<file path="config.mk">
export PLATFORM = sky130hd
export DESIGN_NAME = ruler_search_controller
export DESIGN_NICKNAME = d
export VERILOG_FILES = /design/src/rtl/ruler_search_controller_pkg.sv /design/src/rtl/ruler_search_controller.sv
export SDC_FILE = /design/constraint.sdc
export NUM_CORES = 1
export LEC_CHECK = 0
export BUFFER_PORTS_ARGS = -buffer_cell sky130_fd_sc_hd__buf_2
export CORE_MARGIN = 10
export CORE_UTILIZATION = 43
export DETAILED_ROUTE_END_ITERATION = 8
export PLACE_DENSITY_LB_ADDON = 0.15
export SYNTH_ARGS = -nofsm -noshare
export SYNTH_HDL_FRONTEND = slang
export SYNTH_SLANG_ARGS = --single-unit
</file>
<file path="constraint.sdc">
create_clock -name clock -period 1.55 [get_ports clock]
set_input_delay 0.465 -clock clock [delete_from_list [all_inputs] [get_ports clock]]
set_output_delay 0.465 -clock clock [all_outputs]
set_load 0.01 [all_outputs]
</file>
<file path="src/rtl/ruler_search_controller_pkg.sv">
// Shared widths, FSM encodings and decision helpers for the ruler search controller.
// The `Ctl* and width macros stand in for the definitions.v entries when that file is absent.
`ifndef PositionValueBitMax
`define PositionValueBitMax 7
`endif
`ifndef PositionNumberBitMax
`define PositionNumberBitMax 3
`endif
`ifndef NUMPOSITIONS
`define NUMPOSITIONS 4
`endif
`ifndef FirstVariablePosition
`define FirstVariablePosition 2
`endif
`ifndef CtlStateIdle
`define CtlStateIdle     3'd0
`define CtlStateInit     3'd1
`define CtlStateIssue    3'd2
`define CtlStateWaitLow  3'd3
`define CtlStateWaitHigh 3'd4
`define CtlStateEval     3'd5
`define CtlStateSolution 3'd6
`define CtlStateDone     3'd7
`endif
`ifndef CtlRestrobe
`define CtlRestrobe 8
`endif

package ruler_search_controller_pkg;

    localparam int PVW = `PositionValueBitMax + 1;
    localparam int PNW = `PositionNumberBitMax + 1;

    localparam logic [2:0] ST_IDLE      = `CtlStateIdle;
    localparam logic [2:0] ST_INIT      = `CtlStateInit;
    localparam logic [2:0] ST_ISSUE     = `CtlStateIssue;
    localparam logic [2:0] ST_WAIT_LOW  = `CtlStateWaitLow;
    localparam logic [2:0] ST_WAIT_HIGH = `CtlStateWaitHigh;
    localparam logic [2:0] ST_EVAL      = `CtlStateEval;
    localparam logic [2:0] ST_SOLUTION  = `CtlStateSolution;
    localparam logic [2:0] ST_DONE      = `CtlStateDone;

    // Last value of the wait counter before re-strobing: the ISSUE cycle plus
    // counts 0..RESTROBE_LAST give one request every RESTROBE_LAST+2 clocks.
    localparam logic [3:0] RESTROBE_LAST = 4'(`CtlRestrobe);

    // A level that wrapped below zero reads as all-ones and means the search is exhausted.
    function automatic logic level_exhausted(input logic [PNW-1:0] lvl,
                                             input logic [PNW-1:0] first);
        return (lvl == {PNW{1'b1}}) || (lvl < first);
    endfunction

    function automatic logic level_complete(input logic [PNW-1:0] lvl,
                                            input logic [PNW-1:0] last);
        return lvl > last;
    endfunction

endpackage

</file>
<file path="src/rtl/ruler_search_controller.sv">
// Sequencer that hands control between Golomb-ruler mark counters and reports rulers.
// Define LIMIT_TIGHTEN_EN to shrink the length bound to each ruler found.
module ruler_search_controller
    import ruler_search_controller_pkg::*;
#(
    parameter int NUMPOS   = `NUMPOSITIONS,
    parameter int FIRSTVAR = `FirstVariablePosition
) (
    input  logic           clock,
    input  logic           reset,
    input  logic           start,
    input  logic [PVW-1:0] init_limit,
    output logic           marks_reset,
    output logic [PNW-1:0] enabled,
    output logic           request,
    input  logic           mark_ready,
    input  logic [PNW-1:0] next_enabled,
    input  logic [PVW-1:0] last_val,
    output logic [PVW-1:0] limit,
    output logic           solution_valid,
    output logic [PVW-1:0] solution_length,
    output logic           busy,
    output logic           done
);

    localparam logic [PNW-1:0] NUMPOS_W = PNW'(NUMPOS);
    localparam logic [PNW-1:0] FIRST_W  = PNW'(FIRSTVAR);

    logic [2:0] state;
    logic [3:0] wait_cnt;
    logic       rst_hold;

    // Marks stay in reset from our reset until the first clean edge, and again during INIT.
    assign marks_reset = rst_hold | (state == ST_INIT);
    assign request     = (state == ST_ISSUE);

    always_ff @(posedge clock) begin
        if (!reset) begin
            state           <= ST_IDLE;
            wait_cnt        <= '0;
            rst_hold        <= 1'b1;
            enabled         <= '0;
            limit           <= '0;
            solution_length <= '0;
            solution_valid  <= 1'b0;
            busy            <= 1'b0;
            done            <= 1'b0;
        end else begin
            rst_hold       <= 1'b0;
            solution_valid <= 1'b0;
            case (state)
                ST_IDLE: begin
                    if (start) begin
                        limit   <= init_limit;
                        busy    <= 1'b1;
                        done    <= 1'b0;
                        enabled <= FIRST_W;
                        state   <= ST_INIT;
                    end
                end
                ST_INIT: state <= ST_ISSUE;
                ST_ISSUE: begin
                    wait_cnt <= '0;
                    state    <= ST_WAIT_LOW;
                end
                ST_WAIT_LOW: begin
                    if (!mark_ready) begin
                        state <= ST_WAIT_HIGH;
                    end else if (wait_cnt == RESTROBE_LAST) begin
                        state <= ST_ISSUE;
                    end else begin
                        wait_cnt <= wait_cnt + 4'd1;
                    end
                end
                ST_WAIT_HIGH: begin
                    if (mark_ready) begin
                        state <= ST_EVAL;
                    end
                end
                ST_EVAL: begin
                    // Exhaustion is tested first so a wrapped (all-ones) level never counts as complete.
                    if (level_exhausted(next_enabled, FIRST_W)) begin
                        state <= ST_DONE;
                    end else if (level_complete(next_enabled, NUMPOS_W)) begin
                        state <= ST_SOLUTION;
                    end else begin
                        enabled <= next_enabled;
                        state   <= ST_ISSUE;
                    end
                end
                ST_SOLUTION: begin
                    solution_length <= last_val;
                    solution_valid  <= 1'b1;
                    enabled         <= NUMPOS_W;
`ifdef LIMIT_TIGHTEN_EN
                    limit           <= last_val;
`endif
                    state           <= ST_ISSUE;
                end
                ST_DONE: begin
                    busy  <= 1'b0;
                    done  <= 1'b1;
                    state <= ST_IDLE;
                end
                default: state <= ST_IDLE;
            endcase
        end
    end

endmodule
</file>
==> flow_summary.json <==
{
  "synth-main-ff-cell": "dfxtp_1",
  "portBuffers": 48,
  "cap_violations": 0,
  "cp.required_ns": 1.08,
  "crit_path_max_fanout": 5,
  "pwr-share-seq_pct": 41.2,
  "outcome": "finished with violations",
  "io_pins": 49,
  "coreArea_sq_um": 3030,
  "drc": 0,
  "clock_power_share_pct": 21.0,
  "tritoncts": "built",
  "gp_congestion": 0.741,
  "antenna_found_initial": 0,
  "fin_area_sq_um": 1850,
  "ys_types": 38,
  "finClkSkew_ns": 0.0156,
  "drtIter0Drc": 52,
  "ir_drop_mv": 0.652,
  "ys_warn_count": 0,
  "area.growth.synth_to_final_pct": 37.4,
  "antenna_left": 0,
  "vias_per_cell": 4.89,
  "layout-drive-gt1-share_pct": 41.9,
  "die_h_um": 76.0,
  "total_power_mw": 2.52,
  "critical-path-max-stage-delay_ns": 0.39,
  "p_per_area_nw_per_um2": 1360,
  "switching_share_pct": 34.2,
  "synthArstFlopShare_pct": 0,
  "worst_slack_ns": -0.00951,
  "fmax_mhz": 641,
  "vias": 1334,
  "timing.rr.end": "state[2]",
  "clk-insertion-delay-late_ns": 0.32,
  "grt_pass1_vias": 1285,
  "setup_viol": 1,
  "final_cells": 273,
  "fin_crit_sh_pct": 101,
  "grt_pass1_wl_um": 5630,
  "cp.arrival_ns": 1.09,
  "synth_cells": 163,
  "root_buffer": "clkbuf_4",
  "placed_cells": 257,
  "synth_edf_count": 0,
  "initial_core_util_pct": 44.5,
  "cp-start-kind": "flop",
  "holdCritPathClass": "in2reg",
  "numCtsBuffers": 5,
  "die_x_um": 76.0,
  "fin_setup_tns_ns": -0.00951,
  "synth.avg_cell_area_sq_um": 8.27,
  "yosysMostFrequentCell": "nand2_1",
  "slew_headroom_pct": 62.2,
  "reg2reg_slack_ns": 0.05,
  "worst_hold_slack_ns": 0.372,
  "p_comb_share_pct": 37.8,
  "rsz0062_at_grt": "true",
  "worstSetupPathType": "reg2out",
  "h-tree-depth": 2,
  "wl_per_cell_um": 12.7,
  "p_int_mw": 1.65,
  "grt_max_degree": 21,
  "synthTopCellsByArea": "dfxtp_1, nand2_1, a21oi_1, mux2i_1, nor2_1",
  "die_area_sq_um": 5780,
  "crit_path_end_kind": "output pin",
  "timing.rr.start": "state[2]",
  "seq_area_frac_synth_pct": 46.0,
  "setup.worst_path.end": "marks_reset",
  "gr-total-overflow": 0,
  "utilization_pct": 61.2,
  "cts.sinks": 31,
  "hold_viol": 0,
  "tightest_slew_ns": 0.561,
  "synth_top_area_share_pct": 46.0,
  "fillers": 281,
  "antenna_cells": 0,
  "track_usage_pct": 11.5,
  "startpoint": "state[1]",
  "synthTopCellsByCount": "nand2_1, dfxtp_1, a21oi_1",
  "dr.pass1.iters": 4,
  "nNetsFinal": 254,
  "p_leak_nw": 0.837,
  "r2r_cells": 6,
  "ctsHoldBuffers": 0,
  "synth_seq_cells": 31,
  "dp_hpwl_um": 2620,
  "crit_chain": "inv_2, a31o_4, buf_6",
  "num_rows": 20,
  "dpl_cell_area_sq_um": 1680,
  "slowest_stage": "dfxtp_4",
  "synth_area_leader_cell": "dfxtp_1",
  "synth_nets": 189,
  "place_ws_ns": -0.0960,
  "clk_pin_slew_worst_paths_ns": 0.10,
  "ctsLongestPathBuffers": 2,
  "p_sw_uw": 861,
  "violations": "setup timing",
  "final_max_slew_viol_count": 0,
  "wirelength_um": 3460,
  "syn_area_sq_um": 1350,
  "min_period_ns": 1.56
}
[sequential cells by signal (all words and copies together) (netlist names)]
signal and count:
state 3, solution_length 8, busy 1, done 1, solution_valid 1, limit 8
rst_hold 1, wait_cnt 4, enabled 4
[cells by family after synthesis]
kind of cell / synth area share [%]
AND/OR/NAND/NOR: 26.9
AO/OA/AOI/OAI: 16.1
flip-flops: 46.0
buffers and inverters: 4.82
multiplexers: 2.97
XOR/XNOR: 1.30
adder cells (fa/ha/maj): 1.85
[worst min path at each step]
stage	startpoint	slack (ns)	cells after the start	to
final	init_limit[2]	0.37	3	limit[2]
after detailed placement	solution_length[2]	0.45	2	solution_length[2]
after global placement	solution_length[7]	0.44	2	solution_length[7]
after floorplan	limit[0]	0.48	2	limit[0]
after CTS	last_val[6]	0.36	3	solution_length[6]
after global routing	last_val[5]	0.35	3	solution_length[5]
[critical path: cells and delay by family (launching register included)]
kind,cells,cell delay [ns]
buffers and inverters,2,0.16
AOI/OAI and AO/OA,1,0.23
DFF,1,0.39
[layer usage]
| layer | GRT usage (%) | wire (um) |
|---|---|---|
| met2 | 20.8 | 1820 |
| met5 | 0 | 0 |
| met1 | 11.1 | 1370 |
| met3 | 5.07 | 248 |
| met4 | 4.55 | 17 |
[power by group through the flow]
stage	Sequential [mW]	Combinational (mW)	Clock, mW
floorplan	1.03	0.532	0
global placement	1.04	0.778	0
detailed placement	1.05	0.796	0
CTS	1.03	0.895	0.552
global route	1.06	1.05	0.598
finish	1.04	0.951	0.529
[what timing repair did]
action	in CTS	in global routing
pin swaps	0	4
gates cloned	0	0
buffers inserted	4	4
setup endpoints to repair	2	9
gates resized for setup	10	5
[final cells by class]
type	instances	area [sq um]	share of cell area (%)
multi-input cells	118	688	37.1
flip-flops and latches	31	631	34.0
repair buffers	66	382	20.6
clock buffers	7	65.1	3.51
well taps	44	55.1	2.97
inverters	6	25.0	1.35
clock inverters	1	7.51	0.405
[cells in the final DEF (no fill, tap or decap), types with 2 or more instances in the layout]
cell      netlist  final
nand4_1         2      2
dfxtp_4         0      2
nand2_1        39     39
clkbuf_4        0      5
mux2i_1         4      4
inv_1           6      4
nand2b_1        2      2
nor2_1         10     10
nand4b_1        2      2
dfxtp_2         0      2
buf_2           4     47
o21ai_0         3      3
clkbuf_8        0      2
dfxtp_1        31     27
a31oi_1         2      2
a21oi_1        22     21
ha_1            2      2
a21oi_2         3      4
buf_4           0     18
nor3_1          3      3
nand3_1         3      3
No activity file was read; power rests on OpenSTA's default activity.
